--- config.mk ---
export PLATFORM = sky130hd
export DESIGN_NAME = cache_refill_ctrl
export DESIGN_NICKNAME = d
export VERILOG_FILES = /design/src/rtl/cache_refill_ctrl.sv
export SDC_FILE = /design/constraint.sdc
export NUM_CORES = 1
export LEC_CHECK = 0
export CORE_MARGIN = 2
export CORE_UTILIZATION = 45
export CTS_BUF_LIST = sky130_fd_sc_hd__clkbuf_4 sky130_fd_sc_hd__clkbuf_8 sky130_fd_sc_hd__clkbuf_16
export DETAILED_ROUTE_END_ITERATION = 7
export GPL_TIMING_DRIVEN = 0
export PLACE_DENSITY = 0.71
export SETUP_SLACK_MARGIN = 0.1
export SLEW_MARGIN = 20
export SYNTH_ARGS = -nofsm -noshare
export SYNTH_HDL_FRONTEND = slang
export SYNTH_SLANG_ARGS = --single-unit
--- constraint.sdc ---
create_clock -name clk -period 5.4 [get_ports clk]
set_clock_uncertainty 0.2 [all_clocks]
set_input_delay 1.08 -clock clk [delete_from_list [all_inputs] [get_ports clk]]
set_output_delay 1.08 -clock clk [all_outputs]
set_load 0.01 [all_outputs]
--- src/rtl/cache_refill_ctrl.sv ---
//==============================================================================
// Module   : cache_refill_ctrl
// Brief    : 4-line x 4-word direct-mapped cache controller with line refill on
//            load miss and write-through/no-write-allocate stores.
//            Define CACHE_STATS_EN to add saturating hit/miss counters.
// Revision : 1.0
//==============================================================================
`default_nettype none

module cache_refill_ctrl #(
    parameter int DATA_W = 32,
    parameter int TAG_W  = 28
) (
    input  logic              clk,
    input  logic              rst_n,
    input  logic              req_valid,
    output logic              req_ready,
    input  logic              req_we,
    input  logic [DATA_W-1:0] req_wdata,
    input  logic              hit,
    input  logic              miss,
    input  logic [TAG_W-1:0]  tag_in,
    input  logic [1:0]        lineid_in,
    input  logic [1:0]        wordid_in,
    output logic [TAG_W-1:0]  tag_ctrl [3:0],
    output logic              valid_ctrl [3:0],
    output logic              resp_valid,
    output logic [DATA_W-1:0] resp_rdata,
    output logic              mem_req_valid,
    input  logic              mem_req_ready,
    output logic              mem_we,
    output logic [31:0]       mem_addr,
    output logic [DATA_W-1:0] mem_wdata,
    input  logic              mem_resp_valid,
    input  logic [DATA_W-1:0] mem_resp_data
`ifdef CACHE_STATS_EN
    ,
    output logic [31:0]       hit_count,
    output logic [31:0]       miss_count
`endif
);

    typedef enum logic [2:0] {
        S_IDLE    = 3'd0,
        S_RD_REQ  = 3'd1,
        S_RD_WAIT = 3'd2,
        S_WR_REQ  = 3'd3,
        S_RESP    = 3'd4
    } state_t;

    state_t              r_state;
    logic [TAG_W-1:0]    r_tag   [3:0];
    logic                r_valid [3:0];
    logic [DATA_W-1:0]   r_data  [4][4];
    logic [TAG_W-1:0]    r_req_tag;
    logic [1:0]          r_req_line;
    logic [1:0]          r_req_word;
    logic [1:0]          r_k;
    logic                r_resp_valid;
    logic [DATA_W-1:0]   r_resp_rdata;
    logic                r_mem_req_valid;
    logic                r_mem_we;
    logic [31:0]         r_mem_addr;
    logic [DATA_W-1:0]   r_mem_wdata;

    logic w_accept;
    logic w_hit;
    logic w_ld_hit;
    logic w_ld_miss;
    logic w_st;
    logic w_refill_beat;

    // A lookup that reports neither hit nor miss is treated as a miss.
    assign w_hit         = hit & ~miss;
    assign w_accept      = req_valid & (r_state == S_IDLE);
    assign w_ld_hit      = w_accept & ~req_we & w_hit;
    assign w_ld_miss     = w_accept & ~req_we & ~w_hit;
    assign w_st          = w_accept & req_we;
    assign w_refill_beat = (r_state == S_RD_WAIT) & mem_resp_valid;

    assign req_ready     = (r_state == S_IDLE);
    assign tag_ctrl      = r_tag;
    assign valid_ctrl    = r_valid;
    assign resp_valid    = r_resp_valid;
    assign resp_rdata    = r_resp_rdata;
    assign mem_req_valid = r_mem_req_valid;
    assign mem_we        = r_mem_we;
    assign mem_addr      = r_mem_addr;
    assign mem_wdata     = r_mem_wdata;

    always_ff @(posedge clk or negedge rst_n) begin
        if (!rst_n) begin
            r_state         <= S_IDLE;
            for (int i = 0; i < 4; i++) begin
                r_tag[i]   <= '0;
                r_valid[i] <= 1'b0;
            end
            r_req_tag       <= '0;
            r_req_line      <= '0;
            r_req_word      <= '0;
            r_k             <= '0;
            r_resp_valid    <= 1'b0;
            r_resp_rdata    <= '0;
            r_mem_req_valid <= 1'b0;
            r_mem_we        <= 1'b0;
            r_mem_addr      <= '0;
            r_mem_wdata     <= '0;
        end else begin
            r_resp_valid <= 1'b0;
            case (r_state)
                S_IDLE: begin
                    if (w_accept) begin
                        r_req_tag  <= tag_in;
                        r_req_line <= lineid_in;
                        r_req_word <= wordid_in;
                    end
                    if (w_ld_hit) begin
                        r_resp_valid <= 1'b1;
                        r_resp_rdata <= r_data[lineid_in][wordid_in];
                    end else if (w_ld_miss) begin
                        r_valid[lineid_in] <= 1'b0;
                        r_k                <= 2'd0;
                        r_mem_req_valid    <= 1'b1;
                        r_mem_we           <= 1'b0;
                        r_mem_addr         <= {tag_in, lineid_in, 2'd0};
                        r_state            <= S_RD_REQ;
                    end else if (w_st) begin
                        r_mem_req_valid <= 1'b1;
                        r_mem_we        <= 1'b1;
                        r_mem_addr      <= {tag_in, lineid_in, wordid_in};
                        r_mem_wdata     <= req_wdata;
                        r_state         <= S_WR_REQ;
                    end
                end
                S_RD_REQ: begin
                    if (mem_req_ready) begin
                        r_mem_req_valid <= 1'b0;
                        r_state         <= S_RD_WAIT;
                    end
                end
                S_RD_WAIT: begin
                    if (mem_resp_valid) begin
                        if (r_k != 2'd3) begin
                            r_k             <= r_k + 2'd1;
                            r_mem_req_valid <= 1'b1;
                            r_mem_addr      <= {r_req_tag, r_req_line, r_k + 2'd1};
                            r_state         <= S_RD_REQ;
                        end else begin
                            r_tag[r_req_line]   <= r_req_tag;
                            r_valid[r_req_line] <= 1'b1;
                            r_resp_valid        <= 1'b1;
                            // The last beat lands in the array on this same edge.
                            r_resp_rdata        <= (r_req_word == 2'd3) ? mem_resp_data
                                                   : r_data[r_req_line][r_req_word];
                            r_state             <= S_RESP;
                        end
                    end
                end
                S_WR_REQ: begin
                    if (mem_req_ready) begin
                        r_mem_req_valid <= 1'b0;
                        r_mem_we        <= 1'b0;
                        r_resp_valid    <= 1'b1;
                        r_resp_rdata    <= '0;
                        r_state         <= S_RESP;
                    end
                end
                S_RESP: begin
                    r_state <= S_IDLE;
                end
                default: begin
                    r_state <= S_IDLE;
                end
            endcase
        end
    end

    // Data array deliberately has no reset; the valid bits guard it.
    always_ff @(posedge clk) begin
        if (w_st && w_hit) begin
            r_data[lineid_in][wordid_in] <= req_wdata;
        end
        if (w_refill_beat) begin
            r_data[r_req_line][r_k] <= mem_resp_data;
        end
    end

`ifdef CACHE_STATS_EN
    logic [31:0] r_hit_count;
    logic [31:0] r_miss_count;

    always_ff @(posedge clk or negedge rst_n) begin
        if (!rst_n) begin
            r_hit_count  <= '0;
            r_miss_count <= '0;
        end else begin
            if (w_ld_hit && (r_hit_count != 32'hFFFF_FFFF)) begin
                r_hit_count <= r_hit_count + 32'd1;
            end
            if (w_ld_miss && (r_miss_count != 32'hFFFF_FFFF)) begin
                r_miss_count <= r_miss_count + 32'd1;
            end
        end
    end

    assign hit_count  = r_hit_count;
    assign miss_count = r_miss_count;
`endif

endmodule

`default_nettype wire

## Word level (Yosys, flattened, before mapping)

Memories as Yosys holds them, arrays and structs flattened.
Cells that the tools add are included.
Widths: inputs -> output; s select.

- Shift operators: 0
- Multiply operators: 0
- Divide/modulo/power cells: 0
- Multiplexer cells: 69
- Equal/unequal tests: 15
- Bitwise operators: 19
- Add/sub/neg operators: 1
- Reduce and logical (&&, ||, !) cells: 22
- $lt $le $gt $ge: 9

Operators with widths:

| cell | number |
|---|---|
| $mux 128 | 4 |
| $mux 32 | 16 |
| $bmux 32 s2 | 2 |
| $demux 32 s2 | 2 |
| $reduce_or 128->1 | 1 |
| $bwmux 112 | 1 |
| $pmux 32 s3 | 1 |
| $pmux 32 s2 | 1 |
| $demux 28 s2 | 1 |
| $mux 28 | 1 |
| $reduce_and 5->1 | 5 |
| $mux 3 | 7 |
| $mux 1 | 16 |
| $mux 4 | 4 |
| $ne 2x2->1 const B | 6 |
| $pmux 3 s4 | 1 |
| $mux 2 | 5 |
| $ge 3x3->1 const B | 3 |
| $not 2->3 | 3 |
| $ne 2x1->1 const B | 4 |
| $pmux 4 s2 | 1 |
| $reduce_and 4->1 | 2 |
| $and 1x1->1 | 7 |
| $eq 3x2->1 const B | 2 |
| other kinds (23) | 39 |

- ROM bits: 0
- Input port bits: 104
- Bits in latches: 0
- Logic and storage cells: 155
- Bits in registers: 252
- Output and inout port bits: 216
- RAM bits: 512
- Memories: 1

Memories:

| memory | depth | bits a word | read ports | clocked after memory_dff | wr ports | RTL line | text |
|---|---|---|---|---|---|---|---|
| r_data | 4 | 128 | 2 | 0 | 1 | 54 | `logic [DATA_W-1:0] r_data [4][4];` |

## Longest topological paths before layout

Gate-level depths: netlist (run 1).

- Depth in word-level cells: 9
- Gate-level depth with buffers: 8
- Gate-level depth less buffers: 6

## Worst setup path before layout (run 1)

Ideal clock, no wire load.

- Kind: input to register
- Start point: in lineid_in[0]
- End point: mem r_data[3][64] (netlist name), enable pin
- Buffers on the path: 4
- Library setup time: 421 ps
- Stages on the path: 8
- Setup slack: 1155 ps
- Data required time: 4779 ps
- Arrival: 3624 ps
- Cells stage by stage: buf_2 buf_2 buf_2 buf_2 nand2_1 nor2_1 a31oi_1 nor2_1

- Word-level cells in the longest chain between the ends: 1

Ends and longest elaborated chain:

| item | RTL line | text |
|---|---|---|
| start, declared | 23 | `input logic [1:0] lineid_in,` |
| $mux 2 (no line) | - |  |
| end, declared | 54 |  |

Every way passes these cells.

## Worst setup path after layout (run 1)

- Start point: in req_valid
- End point: mem r_data[2][51] (netlist name), enable pin

- Word-level cells in the longest chain between the ends: 6

Ends and longest elaborated chain:

| item | RTL line | text |
|---|---|---|
| start, declared | 16 | `input logic req_valid,` |
| $and 1x1->1 | 75 | `assign w_accept = req_valid & (r_state == S_IDLE);` |
| $and 1x1->1 | 78 | `assign w_st = w_accept & req_we;` |
| $logic_and 1x1->1 | 180 | `if (w_st && w_hit) begin` |
| $mux 1 | 180 |  |
| $mux 128 (implied by the code) | 181 | `r_data[lineid_in][wordid_in] <= req_wdata;` |
| $mux 128 (no line) | - |  |

Every way passes these cells.

==> results.yml, run 1 <==
clock_tree:
  cts_sinks: 764
  clk-insertion-delay-late_ps: 650
  cts_buffers: 80
  htree_num_levels: 3
  clock_path_buffers: 3
  cts_tree: "done"
  postCtsSetupBuffers: 0
  post_cts_resized: 0
  clockRootBuffer: "clkbuf_16"
  clk_pin_slew_ps: 60
  hold_buffers: 0
yosys:
  synthTopCellsByArea: "edfxtp_1 (46%), dfrtp_1 (19%), mux2_2 (9.6%)"
  yosysUniqueCellTypes: 49
  synth_seq_area_share: 0.647
  ys.flop_type: "edfxtp_1"
  ys_warn_count: 0
  syn_area_um2: 33500
  syn-instance-count: 2045
  synth-edff-count: 512
  yosys.area.top_type: "edfxtp_1"
  async_flop_share: 0.330
  ys_ff_latch: 764
  synth_top_cell_area_share: 0.459
  synth_fp_nets: 2153
  avgSynthCellArea_um2: 16.4
detailed_routing:
  drc: 0
  vias: 22300
  drtIter0Drc: 2803
  ant_nets: 0
  wire_per_inst_um: 30.3
  vias_per_cell: 6.37
  dr.pass1.iters: 8
  wirelength_mm: 106
critical_path:
  slowest_delay_ps: 700
  rr_endpoint: "r_data[2][51]$_DFFE_PP_"
  critPathSlowestCell: "nor4b_4"
  r2r_cells: 8
  cp-endpoint: "r_data[2][51]$_DFFE_PP_"
  r2r_start: "r_state[2]$_DFFE_PN0P_"
  worstSetupPathType: "input pin to register"
  cp_common_cell: "buf_16"
  crit_fanout: 12
  cp-end-kind: "register"
  required_ps: 5540
  crit_path_cell_trace: "clkdlybuf4s50_1, nor4b_4, nand2_1, nor3_1, a22oi_1, nor2_4, buf_16, buf_16"
  reg2reg_setup_slack_ps: 1240
  start_kind: "input pin"
  cp-startpoint: "req_valid"
  critPathArrivalTime_ps: 4710
timing:
  worst_pin_slew_ps: 1170
  setup_viol: 0
  fin_crit_ps: 4570
  relSlewSlack: 0.218
  fmax_mhz: 219
  finalHoldViolCount: 0
  finalCritPeriodShare: 0.847
  fin_ws_ps: 825
  finalSetupTns_ps: 0
  drv_slew: 0
  rsz0062_at_grt: "false"
pwr:
  p_leak_nw: 15.1
  power.share.clock: 0.277
  pwr-share-comb: 0.342
  power_density_nw_per_um2: 521
  p_sw_mw: 7.18
  internal-power_mw: 14.5
  pwr-share-seq: 0.382
  switching_share: 0.331
  ir_worst_vdd_mv: 0.254
global_route:
  grt_overflow_total: 0
  grt_max_degree: 103
  grt_use_total: 0.275
  grt_first_pass_wirelength_mm: 154
  grt_pass1_vias: 22700
  antenna_found_initial: 3
floorplanning:
  start_util: 0.453
  die-area_um2: 76700
  rows: 100
  die_h_um: 277
  die_width_um: 277
  io_pins: 320
  core_um2: 74100
finish:
  areaGrowthSynthToFinish_pct: 24.2
  nets: 2578
  drive_above_1_share: 0.267
  final_util: 0.562
  diodes: 0
placed_design:
  numPortBuffers: 316
  hpwl_mm: 73.5
  finalWeightedCongestion: 0.898
  pre_cts_ws_ps: 261
flow_run:
  cap_violations: 0
status:
  status: "completed"
min_path:
  min_path_type: "input pin to asynchronous set/reset pin"
-- critical path, delay by kind of cell --
kind / cells / cell delay [ps]
compound gates: 1 / 330
buf+inv: 3 / 920
simple gates: 4 / 2350
-- placed cells by master, fill, tap and decap left out, drive strengths merged, types with 30 or more instances in the layout --
cell | netlist | routed
clkbuf | 70 | 174
nand2 | 105 | 105
a21oi | 48 | 48
mux2 | 286 | 286
clkdlybuf4s50 | 0 | 315
mux2i | 161 | 161
a2111oi | 35 | 35
mux4 | 130 | 130
edfxtp | 512 | 512
a31oi | 30 | 30
a22oi | 92 | 92
buf | 75 | 101
dfrtp | 252 | 252
nor3 | 46 | 46
nor2 | 59 | 59
-- kinds of logic (layout without fill, tap and decap cells) --
| logic type | count (synthesis) | in the layout | synth area share |
|---|---|---|---|
| AOI/OAI and AO/OA | 290 | 290 | 0.0648 |
| adders and majority gates | 4 | 4 | 0.00149 |
| buffers and inverters | 151 | 642 | 0.0196 |
| DFF | 764 | 764 | 0.647 |
| muxes | 577 | 577 | 0.231 |
| and+or+nand+nor | 259 | 259 | 0.0360 |
-- sequential cells by signal (all words and copies together) (netlist names), 3 cells and up --
register,flops
r_data,512
mem_addr,32
mem_wdata,32
tag_ctrl,112
r_req_tag,28
valid_ctrl,4
r_state,3
resp_rdata,32
-- Yosys cell counts, types with 2 or more instances --
master and number:
clkbuf_1 70, nand2_1 105, o21ai_0 9, a221o_1 15, mux2i_1 161, nand3_1 7, a2111oi_0 35, buf_2 60
edfxtp_1 512, a22oi_1 92, nor3_1 46, dfrtp_1 252, buf_1 11, nand2b_1 5, nor3b_1 2, a22o_1 17
mux4_2 130, a31oi_1 30, buf_4 4, nand3b_1 2, ha_1 4, a32oi_1 16, o2111ai_1 2, and2_1 5
mux2_2 286, inv_1 6, a21oi_1 48, o311ai_0 2, nor2b_1 18, nor2_1 59, a222oi_1 16
-- per-stage QoR --
| step | total power, mW | cells | hold slack [ps] | cell area (um2) |
|---|---|---|---|---|
| floorplan | 12.0 | 2045 | 316 | 33500 |
| global placement | 15.4 | 3330 | 275 | 37900 |
| detailed placement | 15.7 | 3357 | 277 | 38700 |
| CTS | 21.7 | 3505 | 232 | 41600 |
| global route | 22.5 | 3505 | 257 | 41600 |
| finish | 21.7 | 3505 | 218 | 41600 |
-- routing by layer --
metal,GRT usage,share of wire,vias up
li1,-,-,9068
met1,0.359,0.38,11500
met2,0.442,0.47,1526
met3,0.0745,0.11,276
met4,0.106,0.038,6
met5,0,0.00036,-
-- final cells by class --
cell class	count	area, um2
fill	5694	32400
sequential	764	21700
multi-input combinational	1130	11300
timing repair buffer	343	3860
clock buffer	102	2260
tap	969	1210
clock inverter	46	647
buffer	145	639
inverter	6	22.5
-- worst min path at each step --
stage | end | depth (start not counted)
floorplan | r_k[1]$_DFFE_PN0P_ | 1
global placement | mem_addr[0]$_DFFE_PN0P_ | 1
detailed placement | resp_rdata[29]$_DFFE_PN0P_ | 2
CTS | tag_ctrl[31]$_DFFE_PN0P_ | 1
global route | tag_ctrl[40]$_DFFE_PN0P_ | 1
finish | tag_ctrl[94]$_DFFE_PN0P_ | 1
-- power groups by stage --
stage,sequential (mW),clock (mW),combinational (mW)
after CTS,8.28,6.08,7.34
after global routing,8.40,6.30,7.77
final,8.28,6.00,7.41
after global placement,8.36,0,7.06
after floorplan,8.47,0,3.57
after detailed placement,8.39,0,7.30
Power figures use the tool's default switching activity.
==> inputs of run 2 (changes only) <==
Clock period 5.4 ns to 4.5 ns, I/O delays scaled along.
==> run 2 against run 1 <==
Effect of this change: the run now ends with DRC left; sequential cell count stayed put; via count shrank 0.11%; sequential power rose by 20%; die area unchanged; worst hold slack got worse by 180 ps; non-clock buffer count stayed put; routed wire length is essentially flat; critical path depth did not move; setup slack worse by 440 ps; clock-buffer cell count stayed put; critical path type unchanged; critical endpoint unchanged; largest cell class unchanged.
==> results.yml, run 2 (synthesis results as in run 1) <==
floorplanning:
  core_um2: 74100
  die_h_um: 277
  die-area_um2: 76700
  start_util: 0.453
  die_width_um: 277
  rows: 100
  io_pins: 320
clock_tree:
  post_cts_resized: 0
  htree_num_levels: 3
  cts_sinks: 764
  hold_buffers: 0
  cts_buffers: 80
  cts_tree: "done"
  clk_pin_slew_ps: 60
  clk-insertion-delay-late_ps: 650
  clock_path_buffers: 3
  postCtsSetupBuffers: 0
  clockRootBuffer: "clkbuf_16"
pwr:
  power.share.clock: 0.277
  p_sw_mw: 8.62
  power_density_nw_per_um2: 625
  switching_share: 0.331
  total_power_mw: 26.0
  pwr-share-comb: 0.342
  internal-power_mw: 17.4
  pwr-share-seq: 0.381
  ir_worst_vdd_mv: 0.305
  p_leak_nw: 15.1
global_route:
  grt_max_degree: 103
  grt_use_total: 0.275
  antenna_found_initial: 3
  grt_pass1_vias: 22700
  grt_first_pass_wirelength_mm: 154
  grt_overflow_total: 0
timing:
  fmax_mhz: 243
  fin_crit_ps: 4120
  finalCritPeriodShare: 0.915
  worst_pin_slew_ps: 1170
  relSlewSlack: 0.218
  fin_hold_ws_ps: 38.7
  finalHoldViolCount: 0
  rsz0062_at_grt: "false"
  setup_viol: 0
  drv_slew: 0
detailed_routing:
  wire_per_inst_um: 30.3
  vias: 22300
  drtIter0Drc: 2797
  wirelength_mm: 106
  drc: 1
  ant_nets: 0
  dr.pass1.iters: 8
  vias_per_cell: 6.37
placed_design:
  finalWeightedCongestion: 0.898
  numPortBuffers: 316
  hpwl_mm: 73.5
  place_area_um2: 38700
critical_path:
  crit_fanout: 12
  critPathArrivalTime_ps: 4260
  crit_path_cell_trace: "clkdlybuf4s50_1, nor4b_4, nand2_2, nor3_1, a22oi_1, nor2_4, buf_16, buf_16"
  slowest_delay_ps: 720
  cp-end-kind: "register"
  path_buf_inv: 3
  reg2reg_setup_slack_ps: 490
  cpLargestDelayFamily: "simple AND/OR/NAND/NOR gates"
  start_kind: "input pin"
  worstSetupPathType: "input pin to register"
  cp_common_cell: "buf_16"
  critPathSlowestCell: "nor4b_4"
  required_ps: 4640
finish:
  fin_area_um2: 41600
  areaGrowthSynthToFinish_pct: 24.2
  diodes: 0
  final_common_cell: "edfxtp_1"
  final_cell_mix: "edfxtp_1 (512), clkdlybuf4s50_1 (315), mux2_2 (286)"
  nets: 2578
  largest_register: "r_data"
  drive_above_1_share: 0.267
  largest_reg_flops: 512
flow_run:
  cap_violations: 0
status:
  violations: "DRC"
  status: "finished, violations left"
min_path:
  min_path_type: "input pin to asynchronous set/reset pin"
-- run 2: cell count changes in the layout (fill, tap and decap cells not counted) --
cell / before / now
nand2_2: 0 / 1
nand2_1: 105 / 104
-- run 2: final cells by class --
cell class | count | area (um2)
fill | 5695 | 32400
sequential | 764 | 21700
multi-input combinational | 1130 | 11300
timing repair buffer | 343 | 3860
clock buffer | 102 | 2260
tap | 969 | 1210
clock inverter | 46 | 647
buffer | 145 | 639
inverter | 6 | 22.5
-- run 2: routing by layer --
layer	wire [um]	vias to the layer above	global-route usage
met2	49600	1525	0.442
met3	11900	277	0.0745
met5	38	-	0
met4	4050	6	0.106
li1	-	9068	-
met1	40700	11400	0.359
-- run 2: path summary, 6_finish.rpt --
path                                                 start                    endpoint  depth (start not counted)
worst max-delay path                             req_valid     r_data[2][51]$_DFFE_PP_                          8
worst min-delay path                                 rst_n    tag_ctrl[94]$_DFFE_PN0P_                          1
worst max register to register   r_req_line[0]$_DFFE_PN0P_    r_data[3][114]$_DFFE_PP_                          7
worst min register to register  resp_rdata[29]$_DFFE_PN0P_  resp_rdata[29]$_DFFE_PN0P_                          2
max in group asynchronous                            rst_n    tag_ctrl[79]$_DFFE_PN0P_                          3
min in group clk                resp_rdata[29]$_DFFE_PN0P_  resp_rdata[29]$_DFFE_PN0P_                          2
-- run 2: stage by stage --
step | util | std cells | setup slack (ps) | TNS [ps]
finish | 0.562 | 3505 | 382 | 0
global route | 0.562 | 3505 | 265 | 0
CTS | 0.562 | 3505 | 207 | 0
detailed placement | 0.523 | 3357 | -459 | -100700
global placement | 0.512 | 3330 | -9420 | -3567160
floorplan | - | 2045 | 435 | 0
-- run 2: power groups by stage --
stage          clock [mW]  sequential [mW]  combinational [mW]
2_1_floorplan           0             10.2                4.29
6_report             7.21             9.94                8.91
4_1_cts              7.29             9.94                8.81
3_3_place_gp            0             10.0                8.47
3_5_place_dp            0             10.1                8.76
5_1_grt              7.56             10.1                9.33
